$ cat config.mk
export PLATFORM = sky130hd
export DESIGN_NAME = image_receiver_flat
export DESIGN_NICKNAME = d
export VERILOG_FILES = /design/src/rtl/image_link_pkg.sv /design/src/rtl/image_receiver_if.sv /design/src/rtl/image_receiver_uart_rx.sv /design/src/rtl/image_receiver.sv /design/src/flat_wrapper.sv
export SDC_FILE = /design/constraint.sdc
export NUM_CORES = 1
export LEC_CHECK = 0
export CAP_MARGIN = 20
export CORE_MARGIN = 2
export CORE_UTILIZATION = 55
export DETAILED_ROUTE_END_ITERATION = 8
export GPL_TIMING_DRIVEN = 1
export HOLD_SLACK_MARGIN = 0.03
export PLACE_DENSITY = 0.83
export SYNTH_ARGS = -nofsm -noshare
export SYNTH_HDL_FRONTEND = slang
export SYNTH_SLANG_ARGS = --single-unit
$ cat constraint.sdc
create_clock -name clk -period 2 [get_ports clk]
set_input_delay 0.4 -clock clk [delete_from_list [all_inputs] [get_ports clk]]
set_output_delay 0.4 -clock clk [all_outputs]
set_load 0.01 [all_outputs]
$ cat src/rtl/image_link_pkg.sv
// Shared types and widths for the UART pixel link receiver.
package image_link_pkg;

    localparam int PIXEL_W = 12;
    localparam int ADDR_W  = 17;

    // A valid first byte of a pixel carries only the red nibble in its low half.
    localparam logic [7:0] HI_NIBBLE_MASK = 8'hF0;

    typedef enum logic [1:0] {IDLE, START, DATA, STOP} rx_state_t;
    typedef enum logic {HI, LO} asm_phase_t;

endpackage

$ cat src/rtl/image_receiver_if.sv
// Frame-buffer write bus of the pixel receiver, plus the FSM states for observation.
interface image_receiver_if;
    import image_link_pkg::*;

    logic [ADDR_W-1:0]  wr_addr;
    logic [PIXEL_W-1:0] wr_data;
    logic               wr_en;
    logic               image_done;
    rx_state_t          rx_state;
    asm_phase_t         phase;

    // Handshake: wr_en is a one-cycle strobe with no back-pressure; wr_addr/wr_data
    // are valid in the wr_en cycle and hold their last value otherwise.
    modport master (output wr_addr, wr_data, wr_en, image_done, rx_state, phase);
    modport slave  (input  wr_addr, wr_data, wr_en, image_done, rx_state, phase);

endinterface

$ cat src/rtl/image_receiver_uart_rx.sv
// 8N1 UART byte receiver (module uart_rx_byte): 2-FF input synchroniser and RX FSM.
module uart_rx_byte
    import image_link_pkg::*;
#(
    parameter int CLKS_PER_BIT = 5208
) (
    input  logic       clk,
    input  logic       rst,
    input  logic       uart_in,
    output logic [7:0] byte_data,
    output logic       byte_valid,
    output logic       stop_error,
    output logic       busy,
    output rx_state_t  state
);

    localparam int CNT_W = $clog2(CLKS_PER_BIT);
    localparam logic [CNT_W-1:0] LAST = CNT_W'(CLKS_PER_BIT - 1);
    localparam logic [CNT_W-1:0] HALF = CNT_W'(CLKS_PER_BIT / 2 - 1);

    logic             sync1, line;
    rx_state_t        state_n;
    logic [CNT_W-1:0] cnt, cnt_n;
    logic [2:0]       bit_idx, bit_idx_n;
    logic [7:0]       shift, shift_n;
    logic             hold, hold_n;
    logic             valid_n, serr_n;

    always_ff @(posedge clk) begin
        if (rst) begin
            sync1      <= 1'b1;
            line       <= 1'b1;
            state      <= IDLE;
            cnt        <= '0;
            bit_idx    <= '0;
            shift      <= '0;
            hold       <= 1'b0;
            byte_valid <= 1'b0;
            stop_error <= 1'b0;
        end else begin
            sync1      <= uart_in;
            line       <= sync1;
            state      <= state_n;
            cnt        <= cnt_n;
            bit_idx    <= bit_idx_n;
            shift      <= shift_n;
            hold       <= hold_n;
            byte_valid <= valid_n;
            stop_error <= serr_n;
        end
    end

    always_comb begin
        state_n   = state;
        cnt_n     = cnt + 1'b1;
        bit_idx_n = bit_idx;
        shift_n   = shift;
        hold_n    = hold;
        valid_n   = 1'b0;
        serr_n    = 1'b0;
        case (state)
            IDLE: begin
                cnt_n = '0;
                // After a bad stop bit the line must go high again before a new start counts.
                if (hold) begin
                    if (line) hold_n = 1'b0;
                end else if (!line) begin
                    state_n = START;
                end
            end
            START: begin
                if (cnt == HALF) begin
                    cnt_n     = '0;
                    bit_idx_n = '0;
                    state_n   = line ? IDLE : DATA;
                end
            end
            DATA: begin
                if (cnt == LAST) begin
                    cnt_n     = '0;
                    shift_n   = {line, shift[7:1]};
                    bit_idx_n = bit_idx + 3'd1;
                    if (bit_idx == 3'd7) state_n = STOP;
                end
            end
            STOP: begin
                if (cnt == LAST) begin
                    cnt_n   = '0;
                    state_n = IDLE;
                    if (line) begin
                        valid_n = 1'b1;
                    end else begin
                        serr_n = 1'b1;
                        hold_n = 1'b1;
                    end
                end
            end
            default: state_n = IDLE;
        endcase
    end

    assign byte_data = shift;
    assign busy      = (state == DATA) || (state == STOP);

endmodule

$ cat src/rtl/image_receiver.sv
// Pixel receiver top: pairs UART bytes into 12-bit pixels and writes them to a frame buffer.
// Optional inter-byte timeout in phase LO is enabled by defining IMAGE_RX_TIMEOUT_EN.
module image_receiver
    import image_link_pkg::*;
#(
    parameter int NUM_PIXELS   = 100,
    parameter int CLKS_PER_BIT = 50_000_000 / 9600,
    parameter int TIMEOUT_BITS = 20
) (
    input  logic                     clk,
    input  logic                     rst,
    input  logic                     uart_in,
    image_receiver_if.master         fb,
    output logic                     frame_error,
    output logic                     busy
);

    logic [7:0]         byte_data;
    logic               byte_valid, stop_error;
    rx_state_t          rx_state;

    asm_phase_t         phase, phase_n;
    logic [3:0]         nib, nib_n;
    logic [ADDR_W-1:0]  idx, idx_n;
    logic [ADDR_W-1:0]  addr_q, addr_n;
    logic [PIXEL_W-1:0] data_q, data_n;
    logic               wr_en_q, wr_en_n;
    logic               done_q, done_n;
    logic               ferr_q, ferr_n;
    logic               tmo_hit;

    uart_rx_byte #(.CLKS_PER_BIT(CLKS_PER_BIT)) u_rx (
        .clk        (clk),
        .rst        (rst),
        .uart_in    (uart_in),
        .byte_data  (byte_data),
        .byte_valid (byte_valid),
        .stop_error (stop_error),
        .busy       (busy),
        .state      (rx_state)
    );

`ifdef IMAGE_RX_TIMEOUT_EN
    localparam int unsigned TMO_LIMIT = TIMEOUT_BITS * CLKS_PER_BIT;
    logic [31:0] tmo;

    always_ff @(posedge clk) begin
        if (rst || phase != LO || byte_valid) tmo <= '0;
        else                                  tmo <= tmo + 32'd1;
    end

    assign tmo_hit = (phase == LO) && (tmo == TMO_LIMIT - 1);
`else
    logic [31:0] tmo_unused;
    assign tmo_unused = 32'(TIMEOUT_BITS);
    assign tmo_hit    = 1'b0;
`endif

    always_ff @(posedge clk) begin
        if (rst) begin
            phase   <= HI;
            nib     <= '0;
            idx     <= '0;
            addr_q  <= '0;
            data_q  <= '0;
            wr_en_q <= 1'b0;
            done_q  <= 1'b0;
            ferr_q  <= 1'b0;
        end else begin
            phase   <= phase_n;
            nib     <= nib_n;
            idx     <= idx_n;
            addr_q  <= addr_n;
            data_q  <= data_n;
            wr_en_q <= wr_en_n;
            done_q  <= done_n;
            ferr_q  <= ferr_n;
        end
    end

    always_comb begin
        phase_n = phase;
        nib_n   = nib;
        idx_n   = idx;
        addr_n  = addr_q;
        data_n  = data_q;
        wr_en_n = 1'b0;
        done_n  = 1'b0;
        ferr_n  = 1'b0;
        if (stop_error) begin
            // A lost byte drops any half-built pixel; the index is left alone.
            ferr_n  = 1'b1;
            phase_n = HI;
        end else if (byte_valid) begin
            if (phase == HI) begin
                if ((byte_data & HI_NIBBLE_MASK) != 8'h00) begin
                    ferr_n = 1'b1;
                end else begin
                    nib_n   = byte_data[3:0];
                    phase_n = LO;
                end
            end else begin
                wr_en_n = 1'b1;
                data_n  = {nib, byte_data};
                addr_n  = idx;
                phase_n = HI;
                if (idx == ADDR_W'(NUM_PIXELS - 1)) begin
                    done_n = 1'b1;
                    idx_n  = '0;
                end else begin
                    idx_n = idx + 1'b1;
                end
            end
        end else if (tmo_hit) begin
            ferr_n  = 1'b1;
            phase_n = HI;
        end
    end

    assign fb.wr_addr    = addr_q;
    assign fb.wr_data    = data_q;
    assign fb.wr_en      = wr_en_q;
    assign fb.image_done = done_q;
    assign fb.rx_state   = rx_state;
    assign fb.phase      = phase;
    assign frame_error   = ferr_q;

endmodule

$ cat src/flat_wrapper.sv
// flat-port wrapper written by rule: the top's interface ports become plain ports
module image_receiver_flat import image_link_pkg::*;
#(
    parameter int NUM_PIXELS   = 100,
    parameter int CLKS_PER_BIT = 50_000_000 / 9600,
    parameter int TIMEOUT_BITS = 20
)
  (clk, rst, uart_in, frame_error, busy, fb_wr_addr, fb_wr_data, fb_wr_en, fb_image_done, fb_rx_state, fb_phase);
  image_receiver_if fb_i ();
  input  logic clk;
  input  logic rst;
  input  logic uart_in;
  output logic frame_error;
  output logic busy;
  output wire logic [$bits(fb_i.wr_addr)-1:0] fb_wr_addr;
  output wire logic [$bits(fb_i.wr_data)-1:0] fb_wr_data;
  output wire logic [$bits(fb_i.wr_en)-1:0] fb_wr_en;
  output wire logic [$bits(fb_i.image_done)-1:0] fb_image_done;
  output wire logic [$bits(fb_i.rx_state)-1:0] fb_rx_state;
  output wire logic [$bits(fb_i.phase)-1:0] fb_phase;
  assign fb_wr_addr = fb_i.wr_addr;
  assign fb_wr_data = fb_i.wr_data;
  assign fb_wr_en = fb_i.wr_en;
  assign fb_image_done = fb_i.image_done;
  assign fb_rx_state = fb_i.rx_state;
  assign fb_phase = fb_i.phase;
  image_receiver #(.NUM_PIXELS(NUM_PIXELS), .CLKS_PER_BIT(CLKS_PER_BIT), .TIMEOUT_BITS(TIMEOUT_BITS)) u_core (.clk(clk), .rst(rst), .uart_in(uart_in), .fb(fb_i), .frame_error(frame_error), .busy(busy));
endmodule
* Word-level counts from Yosys, hierarchy flattened *
Cells that the tools add are included.
Widths: inputs -> output; s select.

storage, ports and cells
  output and inout port bits = 36
  register bits after elaboration = 85

operators by class
  reduce and logical (&&, ||, !) cells = 16
  muxes and demuxes = 29
  equality and inequality tests = 14
  add/sub/neg operators = 3
  bitwise logic cells = 6

operator list
  operator               count
  $pmux 13 s3            1
  $mux 13                2
  $add 17x1->17 const B  1
  $eq 17x7->1 const B    1
  $mux 17                1
  $mux 2                 7
  $ne 2x2->1 const B     7
  $add 13x1->13 const B  1
  $eq 13x12->1 const B   1
  $eq 13x13->1 const B   1
  $mux 1                 13
  $reduce_and 3->1       3
  $pmux 2 s4             1
  $reduce_bool 8->1      1
  $mux 3                 2
  $not 1->1              6
  $pmux 3 s2             1
  $reduce_and 6->1       1
  $reduce_or 3->1        2
  $eq 2x2->1 const B     2
  $reduce_and 4->1       1
  $reduce_bool 2->1      2
  $reduce_or 2->1        2
  $reduce_or 4->1        1
  other kinds (7)        7

* Depth between registers and ports, before layout *
Gate-level depths: netlist (run 1).

  depth in word-level cells = 5
  mapped depth = 6

* By module *
From an unflattened synthesis (run 1), not the netlist that was laid out.

second synthesis, totals
  cell total of the unflattened synthesis = 399
  area total of the unflattened synthesis = 3,559.7 µm²

modules (own cells, without submodules)
  module          area an instance (µm²)  seq. area each (µm²)  cells an instance  times used
  image_receiver  2,158.3                 1,081.0               258                1
  uart_rx_byte    1,401.3                 620.6                 141                1

* Worst setup path after synthesis (run 1) *
OpenSTA, ideal clock, no wires.

  kind = reg2reg
  start point = reg u_core.u_rx.cnt[0]
  end point = reg u_core.u_rx.cnt[10]
  arrival time = 1.629 ns
  slack = 0.254 ns
  setup time = 0.117 ns
  cell stages (with the launch flop) = 7
  required time = 1.883 ns
  cells stage by stage = dfxtp_1 ha_1 and4bb_2 nand4_1 a32oi_1 buf_2 nor2_1

between the ends
  word-level cells in the longest chain between the ends = 3
  elaborated cells on any way between the ends = 6
  those cells by class = add/sub (1); eq/ne (2); mux (3)

ends and longest elaborated chain
  item                                         RTL line                                                                                  source
  start, declared                              image_receiver_uart_rx.sv:23                                                              logic [CNT_W-1:0] cnt, cnt_n;
  start signal, assigned                       image_receiver_uart_rx.sv:44                                                              cnt <= cnt_n;
  $add 13x1->13, or another cell as far along  image_receiver_uart_rx.sv:55                                                              cnt_n = cnt + 1'b1;
  $mux 13, on equally long branches            image_receiver_uart_rx.sv:79, image_receiver_uart_rx.sv:87, image_receiver_uart_rx.sv:72
  $pmux 13 s3 *                                image_receiver_uart_rx.sv:61                                                              case (state)

Every way passes the cells marked *; elsewhere a longest branch is shown, timed or not.
A chain may end at the register's enable or synchronous reset.

* Worst setup path in the final report (run 1) *
  start point = reg u_core.u_rx.cnt[0]
  end point = reg u_core.u_rx.state[0]

between the ends
  word-level cells in the longest chain between the ends = 3
  elaborated cells on any way between the ends = 6
  those cells by class = eq/ne (5); reduce/logical (1)

ends and longest elaborated chain
  item                                                 RTL line                                                                                  source
  $eq 13x13->1 / $eq 13x12->1 (equally long branches)  image_receiver_uart_rx.sv:79, image_receiver_uart_rx.sv:87, image_receiver_uart_rx.sv:72
  $ne 2x2->1 (no line)                                 --
  $reduce_and 6->1 (no line) *                         --
  end signal, assigned                                 image_receiver_uart_rx.sv:43                                                              state <= state_n;
  end, declared                                        image_receiver_uart_rx.sv:14                                                              output rx_state_t state

Marked as above.

==> results.txt, run 1 <==
Hold Path Class = primary input to flip-flop
Crit path launch = u_core.u_rx.cnt[0]
Final setup TNS = 0 ps
Clock Tree Buf Depth = 2
Vias in the first global route = 2594
CP Max Fanout = 7
Status = finished clean
Storage cell area = 1700 um2
Seq/Total Area, Yosys = 49.1%
Mapped Cells = 414
F_max = 0.537 GHz
Worst VDD drop = 425 uV
Post-DR wirelength/cell = 12.8 um
Worst skew pair latency = 350 ps
Depth of the worst register-to-register path = 5
Syn nets = 421
Core area = 5990 um2
Most frequent cells in the layout = dfxtp_1 (85), nand2_1 (84), a21oi_1 (52), clkdlybuf4s50_1 (37), nor2_1 (31)
Gr usage total = 19.7%
Worst setup SP type = flip-flop
Max Cap Viol = 0
GR Overflow Total = 0
Pleak = 0.00137 uW
Async SR Flop Fraction = 0%
Reg2Reg Setup Slack = 140 ps
Worst Tran Pin Value = 496 ps
Pre-CTS setup slack = 156 ps
Clock slew at reported path FFs = 80 ps
Final #Nets = 453
Hold Path Cell Cnt = 2
Top FF cell, synth = dfxtp_1
Initial DRC count = 159
CP Class = flip-flop to flip-flop
Initial core utilization = 57.9%
Die area = 6950 um2
Reg2reg start = u_core.u_rx.cnt[0]
Setup crit end kind = flip-flop
# fillers = 502
Placed Area = 3900 um2
CTS Buf Count = 9
HP Start = rst
WP data arrival = 2110 ps
Worst r2r dst = u_core.u_rx.state[0]
Placed wire-length estimate = 4.66 mm
Area grow syn2layout = 17.4%
PD cells = 682 nW/um2
Port bufs = 38
CTS sink cnt = 85
Final WS setup = 138 ps
Number of synthesized register bits = 85
Minimum clock period = 1860 ps
Finished layout cell area = 4070 um2
Hold EP = u_core.u_rx.bit_idx[2]
Fin crit share = 93.1%
FP Rows = 28
Router iterations before antenna repair = 4
First-pass GRT wire length = 11.3 mm
Worst slew margin relative to its limit = 66.9%
Post-synthesis cell type count = 42
Number of flops mapped to enable cells by yosys = 0
Die height = 83.4 um
# DRC = 0
N_diodes = 0
WP data required = 2240 ps
Initial antenna violation count = 0
Final wirelength = 6.70 mm
CTS tree = yes
Final Max Slew Viols = 0
Final Setup Violations = 0
Routed via count = 2924
Post-Syn Area = 3470 um2
Layout cells sized above 1 = 7.78%
Area of the multi-input gates = 1630 um2
Die width = 83.4 um
Vias/cell = 5.57
RSZ-0062 raised after global routing = no
Final Hold Fails = 0
CTS root buffer = clkbuf_8
Leading cell type in the layout, fill and taps excluded = dfxtp_1
GPL Wtd Cong = 0.923
Syn_area_per_cell = 8.37 um2
CTS H-Tree Depth = 3
Yosys warning total = 0
Number of placed I/O pins = 39
Largest net degree at the start of global routing = 52
Final ANT Viol Nets = 0
Final worst clock skew = 7.86 ps
==> area by class of cell <==
cell class / count / area share [%]
sequential: 85 / 41.8
multi-input combinational: 294 / 40.1
timing repair buffer: 47 / 10.9
clock buffer: 10 / 3.38
tap: 75 / 2.31
inverter: 9 / 0.830
clock inverter: 5 / 0.676
==> synthesized netlist by cell type, types with 2 or more instances <==
master,instances,share of area (%)
nand4_1,14,2.5
nor2b_1,2,0.36
clkbuf_1,19,2.1
and4bb_2,2,0.72
a21oi_1,52,7.5
and3_1,3,0.54
buf_2,7,1.0
nor4bb_1,3,0.87
dfxtp_1,85,49
nor3_1,9,1.3
mux2i_1,4,1.2
and2_1,2,0.36
or2_2,2,0.36
nor4b_1,3,0.76
and4_1,5,1.3
nand2b_1,2,0.36
inv_1,9,0.97
nor2_1,31,3.4
nand2_1,84,9.1
o31ai_1,2,0.43
xnor2_1,11,2.8
nor4_1,5,0.90
nand3_1,17,2.5
ha_1,4,1.4
xor2_1,7,1.8
o21ai_0,7,1.0
or3_1,7,1.3
or4_4,2,0.65
==> worst max path at each step <==
stage | cells after the start | endpoint
after global routing | 5 | u_core.u_rx.bit_idx[0]
after CTS | 1 | fb_phase
after detailed placement | 5 | u_core.u_rx.state[0]
final | 5 | u_core.u_rx.state[0]
after floorplan | 6 | u_core.u_rx.cnt[10]
after global placement | 5 | u_core.u_rx.state[0]
==> power breakdown <==
group	internal (uW)	leakage (uW)	switching, uW
combinational	13.3	0.000602	28.6
sequential	1690	0.000685	5.31
clock	469	0.0000877	565
total	2180	0.00137	599
==> cell families after synthesis <==
group | after synthesis | synth area share [%]
AO/OA/AOI/OAI | 68 | 10.5
multiplexers | 4 | 1.15
adder cells (fa/ha/maj) | 4 | 1.44
flip-flops | 85 | 49.1
buffers and inverters | 35 | 4.04
AND/OR/NAND/NOR | 200 | 29.2
XOR/XNOR | 18 | 4.55
==> through the flow <==
step	hold slack, ps	power (uW)	instances	util, %
floorplan	389	1770	414	-
global placement	390	1780	510	65.1
detailed placement	399	1780	510	65.1
CTS	257	2800	525	67.8
global route	265	2890	525	67.9
finish	264	2780	525	67.9
==> routing by layer <==
metal | share of wire (%) | up-vias | track usage [%]
met5 | 0 | - | 0
met4 | 2.2 | 0 | 8.35
met3 | 4.7 | 13 | 5.07
met2 | 47 | 70 | 32.6
met1 | 46 | 1355 | 24.5
li1 | - | 1486 | -
==> registers in the layout, indices dropped and copies added, names as in the netlist, named ones only <==
register,flops
u_core.u_rx.sync1,1
u_core.u_rx.byte_data,8
u_core.u_rx.bit_idx,3
u_core.u_rx.hold,1
u_core.fb.phase,1
u_core.u_rx.state,1
u_core.fb.wr_en,1
u_core.fb.wr_addr,17
u_core.fb.wr_data,12
u_core.fb.image_done,1
u_core.frame_error,1
u_core.u_rx.byte_valid,1
u_core.u_rx.line,1
u_core.u_rx.stop_error,1
u_core.nib,4
u_core.u_rx.cnt,13
u_core.idx,17
==> timing repair <==
action	4_1_cts	5_1_grt
hold buffers	0	0
buffers inserted	0	0
gates resized for setup	0	2
setup endpoints to repair	0	5
==> critical path, stage by stage (launching register included) <==
cell and delay [ps]:
dfxtp_1 370, ha_1 310, and4bb_2 290, and4_1 250
a311o_1 350, and4_1 180
No activity file was read; power rests on OpenSTA's default activity.
==> run 2: changes to the inputs <==
--- a/config.mk
+++ b/config.mk
@@ -7,11 +7,12 @@
 export LEC_CHECK = 0
 export CAP_MARGIN = 20
 export CORE_MARGIN = 2
-export CORE_UTILIZATION = 55
+export CORE_UTILIZATION = 50
 export DETAILED_ROUTE_END_ITERATION = 8
 export GPL_TIMING_DRIVEN = 1
 export HOLD_SLACK_MARGIN = 0.03
-export PLACE_DENSITY = 0.83
+export PLACE_DENSITY = 0.8
+export SLEW_MARGIN = 20
 export SYNTH_ARGS = -nofsm -noshare
 export SYNTH_HDL_FRONTEND = slang
 export SYNTH_SLANG_ARGS = --single-unit
==> constraint.sdc (replaced) <==
create_clock -name clk -period 1.55 [get_ports clk]
set_input_delay 0.31 -clock clk [delete_from_list [all_inputs] [get_ports clk]]
set_output_delay 0.31 -clock clk [all_outputs]
set_load 0.01 [all_outputs]
==> results.txt, run 2 (synthesized netlist as in run 1, its figures left out) <==
Reg2reg start = u_core.u_rx.byte_data[7]
GR Overflow Total = 0 (unchanged)
Final setup TNS = -623 ps (-623 ps)
Worst skew pair latency = 350 ps (about the same)
GPL Wtd Cong = 0.891 (-3.5%)
Number of placed I/O pins = 39 (unchanged)
Storage cell area = 1730 um2 (+1.6%)
Worst r2r dst = u_core.nib[3]
Layout cells sized above 1 = 20.5% (+13 points)
CTS root buffer = clkbuf_8
Hold Path Class = primary input to flip-flop
Clock slew at reported path FFs = 80 ps (about the same)
Die width = 87.3 um (+4.6%)
Reg2Reg Setup Slack = -200 ps (-330 ps)
Final Hold Fails = 0 (unchanged)
CP Max Fanout = 4 (-3)
Critical path, cell by cell = or4_4 > or4_4 > mux2i_1 > nor2_1
Placed Area = 4180 um2 (+7.4%)
# DRC = 0 (unchanged)
Crit-path slowest cell = or4_4
Die area = 7620 um2 (+9.5%)
CTS Buf Count = 9 (unchanged)
Initial antenna violation count = 0 (unchanged)
Worst setup SP type = flip-flop
Area of the multi-input gates = 1740 um2 (+6.4%)
Finished Layout Cells = 563 (+7.2%)
Final wirelength = 8.05 mm (+20%)
Vias in the first global route = 2813 (+8.4%)
Placed wire-length estimate = 5.21 mm (+12%)
Core area = 6760 um2 (+13%)
Failing checks = negative setup slack
Gr usage total = 20.9% (+1.2 points)
Final ANT Viol Nets = 0 (unchanged)
PD cells = 820 nW/um2 (+20%)
Most used cell, CP = or4_4
# fillers = 548 (+9.2%)
Post-DR wirelength/cell = 14.3 um (+12%)
Initial DRC count = 178 (+12%)
Port bufs = 38 (unchanged)
Pre-CTS setup slack = -279 ps (-435 ps)
Final Hold Slack = 202 ps (-62.6 ps)
Crit-path max cell delay = 540 ps (+170 ps)
RSZ-0062 raised after global routing = yes
CTS tree = yes
Worst slew margin relative to its limit = 73.0% (+6.0 points)
Fin crit share = 113% (+20 points)
Most frequent cells in the layout = nand2_1 (84), dfxtp_1 (71), a21oi_1 (49), buf_4 (35), nor2_1 (31)
Worst VDD drop = 570 uV (+34%)
Depth of the worst register-to-register path = 4 (-1)
Hold Path Cell Cnt = 2 (unchanged)
CTS sink cnt = 85 (unchanged)
Initial core utilization = 51.3% (-6.6 points)
Setup crit end kind = flip-flop
Die height = 87.3 um (+4.6%)
Largest net degree at the start of global routing = 53 (+1.9%)
CP Class = flip-flop to flip-flop
N_diodes = 0 (unchanged)
WP data required = 1790 ps (-450 ps)
Final WS setup = -196 ps (-334 ps)
Clock Tree Buf Depth = 2 (unchanged)
Pleak = 0.00203 uW (+48%)
FP Rows = 30 (+7.1%)
First-pass GRT wire length = 12.6 mm (+11%)
Hold EP = u_core.u_rx.hold
Area grow syn2layout = 31.1%
F_max = 0.573 GHz (+6.7%)
Leading cell type in the layout, fill and taps excluded = nand2_1
CTS H-Tree Depth = 3 (unchanged)
Max Cap Viol = 0 (unchanged)
Finished layout cell area = 4550 um2 (+12%)
HP Start = rst
WP data arrival = 1990 ps (-120 ps)
Routed via count = 3134 (+7.2%)
Final Setup Violations = 5 (+5)
Final worst clock skew = 6.91 ps (-0.956 ps)
Post-Place Cells = 542 (+6.3%)
Router iterations before antenna repair = 4 (unchanged)
Status = finished with violations
Minimum clock period = 1750 ps (-116 ps)
Worst Tran Pin Value = 400 ps (-96.0 ps)
Final Max Slew Viols = 0 (unchanged)
Vias/cell = 5.57 (about the same)
Final #Nets = 486 (+7.3%)
## run 2: cell count changes in the layout (fill, tap and decap cells not counted), moves of 3 or more
cell             previous run  this run
buf_6                       0         5
dfxtp_1                    85        71
a21oi_1                    52        49
buf_4                       9        35
a21oi_2                     1         4
clkdlybuf4s50_1            37         3
dfxtp_4                     0         4
dlygate4sd2_1               0        14
dlymetal6s2s_1              0        20
dfxtp_2                     0        10
## run 2: per-stage QoR
step	utilization [%]	total power [uW]
3_5_place_dp	61.9	2310
3_3_place_gp	61.9	2310
2_1_floorplan	-	2280
4_1_cts	64.4	3760
6_report	67.3	3730
5_1_grt	67.3	3840
## run 2: power breakdown
group / internal, uW / switching (uW) / leakage (uW)
registers: 2180 / 4.88 / 0.000693
logic: 28.6 / 47.0 / 0.00124
clock network: 729 / 738 / 0.0000962
total: 2940 / 790 / 0.00203
## run 2: final cells by class
type	instances	share of cell area (%)
Clock buffer	10	2.81
Clock inverter	5	1.13
Inverter	9	0.743
Multi-Input combinational cell	294	38.2
Sequential cell	85	38.0
Tap cell	80	2.20
Timing Repair Buffer	80	16.9
## run 2: critical path: cells and delay by family, from the launching register on
| family | cells | cell delay (ps) |
|---|---|---|
| AND/OR/NAND/NOR | 3 | 1090 |
| flip-flops | 1 | 330 |
| multiplexers | 1 | 230 |
## run 2: repair_timing
| item | in CTS | in global routing |
|---|---|---|
| endpoints found under the setup margin | 19 | 66 |
| pin swaps | 1 | 16 |
| endpoints found under the hold margin | 0 | 0 |
| gates cloned | 0 | 1 |
| gates resized for setup | 17 | 49 |
| hold buffers | 0 | 0 |
| setup buffers | 0 | 5 |
## run 2: worst max-delay path by stage
stage / start / to / cells after the start
after floorplan: u_core.u_rx.byte_data[7] / u_core.nib[0] / 5
after global placement: u_core.u_rx.byte_data[7] / u_core.nib[3] / 4
after detailed placement: u_core.u_rx.byte_data[7] / u_core.nib[3] / 4
after CTS: u_core.u_rx.byte_data[7] / u_core.nib[3] / 4
after global routing: u_core.u_rx.byte_data[7] / u_core.nib[3] / 4
final: u_core.u_rx.byte_data[7] / u_core.nib[3] / 4
## run 2: layer usage
metal	GRT usage, %	share of wire [%]
met1	25.4	43
met2	36.2	52
met3	5.88	3.9
met4	5.59	1.5
met5	0	0
